## config.mk

```make
export PLATFORM = sky130hd
export DESIGN_NAME = idss_feeder
export DESIGN_NICKNAME = d
export VERILOG_FILES = /design/src/rtl/idss_pkg.sv /design/src/rtl/idss_feeder.sv
export SDC_FILE = /design/constraint.sdc
export NUM_CORES = 1
export LEC_CHECK = 0
export CORE_UTILIZATION = 50
export CTS_BUF_LIST = sky130_fd_sc_hd__clkbuf_4 sky130_fd_sc_hd__clkbuf_8
export CTS_CLUSTER_SIZE = 30
export DETAILED_ROUTE_END_ITERATION = 6
export HOLD_SLACK_MARGIN = 0.12
export PLACE_DENSITY = 0.93
export REMOVE_ABC_BUFFERS = 1
export SYNTH_ARGS = -nofsm -noshare
export SYNTH_HDL_FRONTEND = slang
export SYNTH_SLANG_ARGS = --single-unit
```

## constraint.sdc

```tcl
create_clock -name clk -period 4 [get_ports clk]
set_clock_uncertainty 0.2 [all_clocks]
set_input_delay 0.4 -clock clk [delete_from_list [all_inputs] [get_ports clk]]
set_output_delay 0.4 -clock clk [all_outputs]
set_load 0.05 [all_outputs]
```

## src/rtl/idss_pkg.sv

```systemverilog
// Shared types and constants for the input-data shift stage feeder.
// The channel count is fixed by the 2-bit LE_select of the stage.
package idss_pkg;

    localparam int unsigned NB_CHANNELS = 4;
    localparam int unsigned LE_SEL_W    = 2;
    localparam int unsigned PIXEL_W     = 16;

    typedef logic [PIXEL_W-1:0] pixel_t;

    typedef enum logic [2:0] {
        IDLE,
        LOAD,
        SHIFT,
        WINDOW,
        DONE
    } state_t;

endpackage

```

## src/rtl/idss_feeder.sv

```systemverilog
// Upstream sequencer for the input-data shift stage: loads one column of NB_CHANNELS
// channel triplets, shifts it in, and announces complete 3x3x4 windows downstream.
module idss_feeder
    import idss_pkg::*;
#(
    parameter int unsigned IO_DATA_WIDTH     = 16,
    parameter int unsigned FEATURE_MAP_WIDTH = 1024,
    parameter int unsigned NB_CHANNELS       = 4,
    parameter int unsigned KERNEL_SIZE       = 3
) (
    input  logic                                 clk,
    input  logic                                 arst_in,
    input  logic                                 start,
    input  logic                                 in_valid,
    output logic                                 in_ready,
    input  logic [IO_DATA_WIDTH-1:0]             in_row_1,
    input  logic [IO_DATA_WIDTH-1:0]             in_row_2,
    input  logic [IO_DATA_WIDTH-1:0]             in_row_3,
    output logic [IO_DATA_WIDTH-1:0]             row_1,
    output logic [IO_DATA_WIDTH-1:0]             row_2,
    output logic [IO_DATA_WIDTH-1:0]             row_3,
    output logic [LE_SEL_W-1:0]                  LE_select,
    output logic                                 shift,
    output logic                                 win_valid,
    input  logic                                 win_ready,
    output logic [$clog2(FEATURE_MAP_WIDTH)-1:0] win_col,
    output logic                                 busy,
    output logic                                 strip_done
);

    localparam int unsigned CW  = $clog2(FEATURE_MAP_WIDTH);
    localparam int unsigned CCW = $clog2(FEATURE_MAP_WIDTH + 1);
    localparam int unsigned FW  = $clog2(KERNEL_SIZE + 1);

    state_t                 r_state;
    logic [LE_SEL_W-1:0]    r_ch_cnt;
    logic [LE_SEL_W-1:0]    r_le_select;
    logic [CCW-1:0]         r_col_cnt;
    logic [FW-1:0]          r_filled_cnt;
    logic [CW-1:0]          r_win_col;
    logic [IO_DATA_WIDTH-1:0] r_row_1;
    logic [IO_DATA_WIDTH-1:0] r_row_2;
    logic [IO_DATA_WIDTH-1:0] r_row_3;

    logic [CCW-1:0]         w_col_next;
    logic [FW-1:0]          w_filled_next;

    assign w_col_next    = r_col_cnt + CCW'(1);
    assign w_filled_next = (r_filled_cnt == FW'(KERNEL_SIZE)) ? r_filled_cnt
                                                               : r_filled_cnt + FW'(1);

    // Control outputs are pure decodes of the state register.
    assign in_ready   = (r_state == LOAD);
    assign shift      = (r_state == SHIFT);
    assign win_valid  = (r_state == WINDOW);
    assign busy       = (r_state != IDLE);
    assign strip_done = (r_state == DONE);

    assign row_1     = r_row_1;
    assign row_2     = r_row_2;
    assign row_3     = r_row_3;
    assign LE_select = r_le_select;
    assign win_col   = r_win_col;

    always_ff @(posedge clk or posedge arst_in) begin
        if (arst_in) begin
            r_state      <= IDLE;
            r_ch_cnt     <= '0;
            r_le_select  <= '0;
            r_col_cnt    <= '0;
            r_filled_cnt <= '0;
            r_win_col    <= '0;
            r_row_1      <= '0;
            r_row_2      <= '0;
            r_row_3      <= '0;
        end else begin
            case (r_state)
                IDLE: begin
                    if (start) begin
                        r_state      <= LOAD;
                        r_ch_cnt     <= '0;
                        r_col_cnt    <= '0;
                        r_filled_cnt <= '0;
                    end
                end
                LOAD: begin
                    if (in_valid) begin
                        r_row_1     <= in_row_1;
                        r_row_2     <= in_row_2;
                        r_row_3     <= in_row_3;
                        r_le_select <= r_ch_cnt;
                        if (r_ch_cnt == LE_SEL_W'(NB_CHANNELS - 1)) begin
                            r_ch_cnt <= '0;
                            r_state  <= SHIFT;
                        end else begin
                            r_ch_cnt <= r_ch_cnt + LE_SEL_W'(1);
                        end
                    end
                end
                SHIFT: begin
                    r_col_cnt    <= w_col_next;
                    r_filled_cnt <= w_filled_next;
                    if (w_filled_next == FW'(KERNEL_SIZE)) begin
                        // Left edge of the window that just became complete.
                        r_win_col <= CW'(w_col_next - CCW'(KERNEL_SIZE));
                        r_state   <= WINDOW;
                    end else begin
                        r_state <= LOAD;
                    end
                end
                WINDOW: begin
                    if (win_ready) begin
                        r_state <= (r_col_cnt == CCW'(FEATURE_MAP_WIDTH)) ? DONE : LOAD;
                    end
                end
                DONE: begin
                    r_state <= IDLE;
                end
                default: begin
                    r_state <= IDLE;
                end
            endcase
        end
    end

endmodule
```

After elaboration in Yosys (flattened, before gate mapping)
Cells that the tools add are included.

Register bits: 78. Output and inout bits: 65.

Add/subtract/negate cells: 4. Eq/ne operators: 12. Multiplexer cells: 15. Reduce and logical (&&, ||, !) cells: 9.

Operator list (count): 11-bit case mux with 2 select lines (1); 3-bit 2-to-1 mux (5); 3-bit case mux with 4 select lines (1); 11-bit by 1-bit adder with 11-bit output (second input constant) (1); 11-bit == test (second input constant) (1); 11-bit 2-to-1 mux (1); 2-bit 2-to-1 mux (5); 10-bit by 2-bit subtractor with 10-bit output (second input constant) (1); 2-bit case mux with 2 select lines (2); 2-bit == test (second input constant) (3); 3-bit by 2-bit == test with 1-bit output (second input constant) (2); 2-bit AND reduction (3); 2-bit by 1-bit adder with 2-bit output (second input constant) (2); 2-bit by 1-bit inequality test with 1-bit output (second input constant) (2); 2-bit inequality test (second input constant) (2); 4-bit AND reduction (1); 2-bit nonzero test (2); 3-bit by 1-bit == test with 1-bit output (second input constant) (1); 3-bit == test (second input constant) (1); 3-bit logical NOT (1); 3-bit AND reduction (1); 3-bit nonzero test (1).

Longest topological paths before layout
Depth after elaboration: 5. Gate-level depth with buffers: 8. Gate-level depth less buffers: 7.

Least setup slack after synthesis
No wires, ideal clock.

Path kind: reg2out. Start point: register r_state[0]. End point: output port strip_done. Data arrival time: 1.757 ns. Required time: 3.400 ns. Slack: 1.643 ns. Stages on the path, launching flop included: 3. Buffers on the path: 1. Cells stage by stage: dfrtp_1 > clkbuf_1 > nor3b_1.

Cells in the longest elaborated chain, start to end: 1.

RTL lines: start: declaration (line idss_feeder.sv:35) `state_t r_state;`; start signal: assignment (line idss_feeder.sv:113) `r_state <= (r_col_cnt == CCW'(FEATURE_MAP_WIDTH)) ? DONE : LOAD;`; 3-bit == test (line idss_feeder.sv:57) `assign strip_done = (r_state == DONE);`; end: declaration (line idss_feeder.sv:28) `output logic strip_done`.

No other way between the ends.

Worst setup path in the final report
Start point: register r_state[0]. End point: output port shift.

Cells in the longest elaborated chain, start to end: 1.

RTL lines: 3-bit by 2-bit == test with 1-bit output (line idss_feeder.sv:54) `assign shift = (r_state == SHIFT);`; end: declaration (line idss_feeder.sv:23) `output logic shift,`.

No other way between the ends.

==> results.py <==
metrics = {
    "run_status": {
        "run_status": "completed",
    },
    "sta": {
        "slew_headroom_pct": 54.4,
        "timing.final.crit_share_pct": 77.9,
        "rsz0062_at_grt": "false",
        "max_clock_freq_mhz": 321,
        "final.min_clock_period_ns": 3.12,
        "final.setup.worst_slack_ns": 0.882,
        "setup_viol": 0,
        "worst-slew-pin-transition_ns": 0.682,
        "tns_ns": 0,
        "maxSlewViolCount": 0,
        "finalHoldViolations": 0,
    },
    "global_route": {
        "first_global_vias": 2837,
        "grt_pass1_wl_um": 14400,
        "antenna_violations_before_repair": 0,
        "globalRoute.totalOverflow": 0,
        "grt_start_max_net_pins": 40,
        "grt_use_total_pct": 25.5,
    },
    "worst_setup_path": {
        "critical_path.cell_chain": "nor2_1, nand2_1, inv_1, clkdlybuf4s50_1",
        "timing_worst_setup_path_type": "flip-flop to output pin",
        "worst_path_dominant_cell_family": "buffers and inverters",
        "timing.critical_path.from_type": "flip-flop",
        "category_of_the_worst_setup_path_capture_point": "output pin",
        "timing.critical_path.slowest_stage_cell": "sky130_fd_sc_hd__clkdlybuf4s50_1",
        "crit_arrival_ns": 2.52,
        "critPathBufInv": 2,
        "cp_max_fo": 14,
        "critical-path-max-stage-delay_ns": 0.84,
        "worst_ep_required_time_ns": 3.40,
    },
    "detailed_routing": {
        "met3_wirelength_um": 703,
        "drt-vias-per-instance": 5.48,
        "met2WireLength_um": 4610,
        "vias": 2866,
        "drtPass1Iterations": 4,
        "routed_wl_um": 9100,
        "routedLengthMet1_um": 3670,
        "detail_route.iter0.violations": 122,
        "ant_nets": 0,
        "drt-wirelength-per-cell_um": 17.4,
        "drc": 0,
        "topRoutingLayerUsed": "met4",
    },
    "floorplanning": {
        "core_region_area_um2": 6910,
        "die_height_um": 87.1,
        "die_area_um2": 7580,
        "die_w_um": 87.1,
        "floorplan.initialDensity_pct": 52.4,
        "ios": 118,
        "cell_rows": 30,
    },
    "cells_and_area": {
        "areaGrowthSynthToFinish_pct": 39.7,
        "register_area_um2": 1950,
        "antenna_cells": 0,
        "multiInputGateArea_um2": 1510,
        "num-fill-cells": 472,
        "layout.nets": 479,
        "fraction_of_final_layout_cells_with_drive_strength_greater_than_1_pct": 7.03,
        "finish.instance_area_um2": 5060,
    },
    "cts": {
        "cts-root-buf": "sky130_fd_sc_hd__clkbuf_8",
        "post-cts-setup-buffers": 0,
        "clock_tree_from_tritoncts": "built",
        "cts.sinks": 78,
        "cts_hold_buffers": 0,
        "path_clk_slew_ns": 0.09,
        "clk_path_buf_depth": 2,
        "post_cts.resized_instances": 0,
        "tritoncts.num_buffers": 9,
        "htree_levels": 3,
        "clkLatencyLatePin_ns": 0.35,
    },
    "synth": {
        "synth-edff-count": 0,
        "ys_async_sr_fraction_pct": 100,
        "synth_sequential_area_ratio_pct": 53.9,
        "synth.cells.most_frequent": "sky130_fd_sc_hd__dfrtp_1, sky130_fd_sc_hd__mux2_1, sky130_fd_sc_hd__nand2_1",
        "synth_top_area_share_pct": 53.9,
        "synth.cell_area_um2": 3620,
        "avgSynthCellArea_um2": 11.6,
        "postSynthRegisterBits": 78,
        "synth_area_leader_cell": "sky130_fd_sc_hd__dfrtp_1",
        "most_frequently_used_cell_type_in_the_post_synthesis_netlist": "sky130_fd_sc_hd__dfrtp_1",
        "yosys_warnings": 0,
        "number_of_instances_in_the_synthesized_netlist": 311,
        "synth_cell_types": 50,
        "ys_top_cells_by_area": "sky130_fd_sc_hd__dfrtp_1, sky130_fd_sc_hd__mux2_1, sky130_fd_sc_hd__o21ai_0",
        "synthFlopType": "sky130_fd_sc_hd__dfrtp_1",
    },
    "power": {
        "static-leakage-power_nw": 2.12,
        "power-per-cell-area_nw_per_um2": 958,
        "worst_ir_drop_vdd_mv": 0.411,
    },
    "placement": {
        "placedInstanceArea_um2": 4820,
        "gpl.final_weighted_congestion": 0.874,
        "dpl.hpwl_um": 6650,
        "placement.io_buffers": 117,
        "dpl_worst_slack_ns": 1.30,
    },
    "hold_path": {
        "holdCritPathClass": "input port to asynchronous set/reset pin",
    },
    "run": {
        "timing.max_cap.violations": 0,
    },
}
[power breakdown]
part	internal [mW]	leakage (nW)	switching [mW]
combinational	0.978	1.07	1.73
sequential	1.14	0.938	0.318
clock	0.373	0.113	0.305
[cell families after synthesis]
| logic type | Yosys count | synth area share [%] |
|---|---|---|
| and+or+nand+nor | 79 | 11.6 |
| DFF | 78 | 53.9 |
| AOI/OAI and AO/OA | 56 | 10.4 |
| muxes | 50 | 15.6 |
| buffers and inverters | 33 | 4.49 |
| xor gates and xnor gates | 11 | 2.66 |
| adders and majority gates | 4 | 1.38 |
[layout make-up]
class,count,area share (%)
timing repair buffer,121,23.8
sequential,78,38.6
multi-input combinational,200,29.8
clock buffer,10,2.72
inverter,12,0.891
tap,96,2.38
clock inverter,6,1.86
[per-layer routing]
layer / track usage, % / vias to the layer above
met2: 43.9 / 127
met4: 7.88 / 0
met1: 31.9 / 1405
met3: 5.88 / 11
li1: - / 1323
met5: 0 / -
[flip-flops by register name (all words and copies together) (netlist names)]
| signal | count |
|---|---|
| row_1 | 16 |
| row_2 | 16 |
| row_3 | 16 |
| r_col_cnt | 11 |
| win_col | 10 |
| r_state | 3 |
| LE_select | 2 |
| r_ch_cnt | 2 |
| r_filled_cnt | 2 |
[cells in the final DEF (no fill, tap or decap), types with 9 or more instances in the layout]
cell                              instances
sky130_fd_sc_hd__dfrtp_1                 78
sky130_fd_sc_hd__nor3_1                   9
sky130_fd_sc_hd__clkbuf_8                10
sky130_fd_sc_hd__o21ai_0                 19
sky130_fd_sc_hd__inv_1                   11
sky130_fd_sc_hd__nor2_1                  10
sky130_fd_sc_hd__nand3_1                 12
sky130_fd_sc_hd__mux2_1                  50
sky130_fd_sc_hd__nand2_1                 24
sky130_fd_sc_hd__clkdlybuf4s50_1        117
[stage by stage]
stage,utilization [%],hold slack [ns],instances,power (mW)
finish,73.2,0.172,523,4.84
global route,73.2,0.195,523,5.08
CTS,73.2,0.178,523,4.86
detailed placement,69.9,0.275,507,4.18
global placement,69.9,0.264,507,4.07
floorplan,-,0.243,290,3.23
[worst register-to-register path: stages, from the launching register on]
cell and delay (ns):
sky130_fd_sc_hd__dfrtp_1 0.65, sky130_fd_sc_hd__ha_1 0.50, sky130_fd_sc_hd__and3_1 0.38, sky130_fd_sc_hd__o211ai_1 0.17, sky130_fd_sc_hd__a211oi_2 0.33, sky130_fd_sc_hd__a311o_1 0.23, sky130_fd_sc_hd__o211ai_1 0.09
[final timing paths]
kind                               from      endpoint  slack (ns)  cells past startpoint
min in group clk              row_2[15]     row_2[15]        0.29                      1
setup reg to reg           r_col_cnt[0]    win_col[9]        1.34                      6
max in group asynchronous       arst_in  r_col_cnt[0]        2.64                      3
setup / recovery             r_state[0]         shift        0.88                      4
hold / removal                  arst_in      row_3[3]        0.17                      2
hold reg to reg               row_2[15]     row_2[15]        0.29                      1
Power figures use the tool's default switching activity.
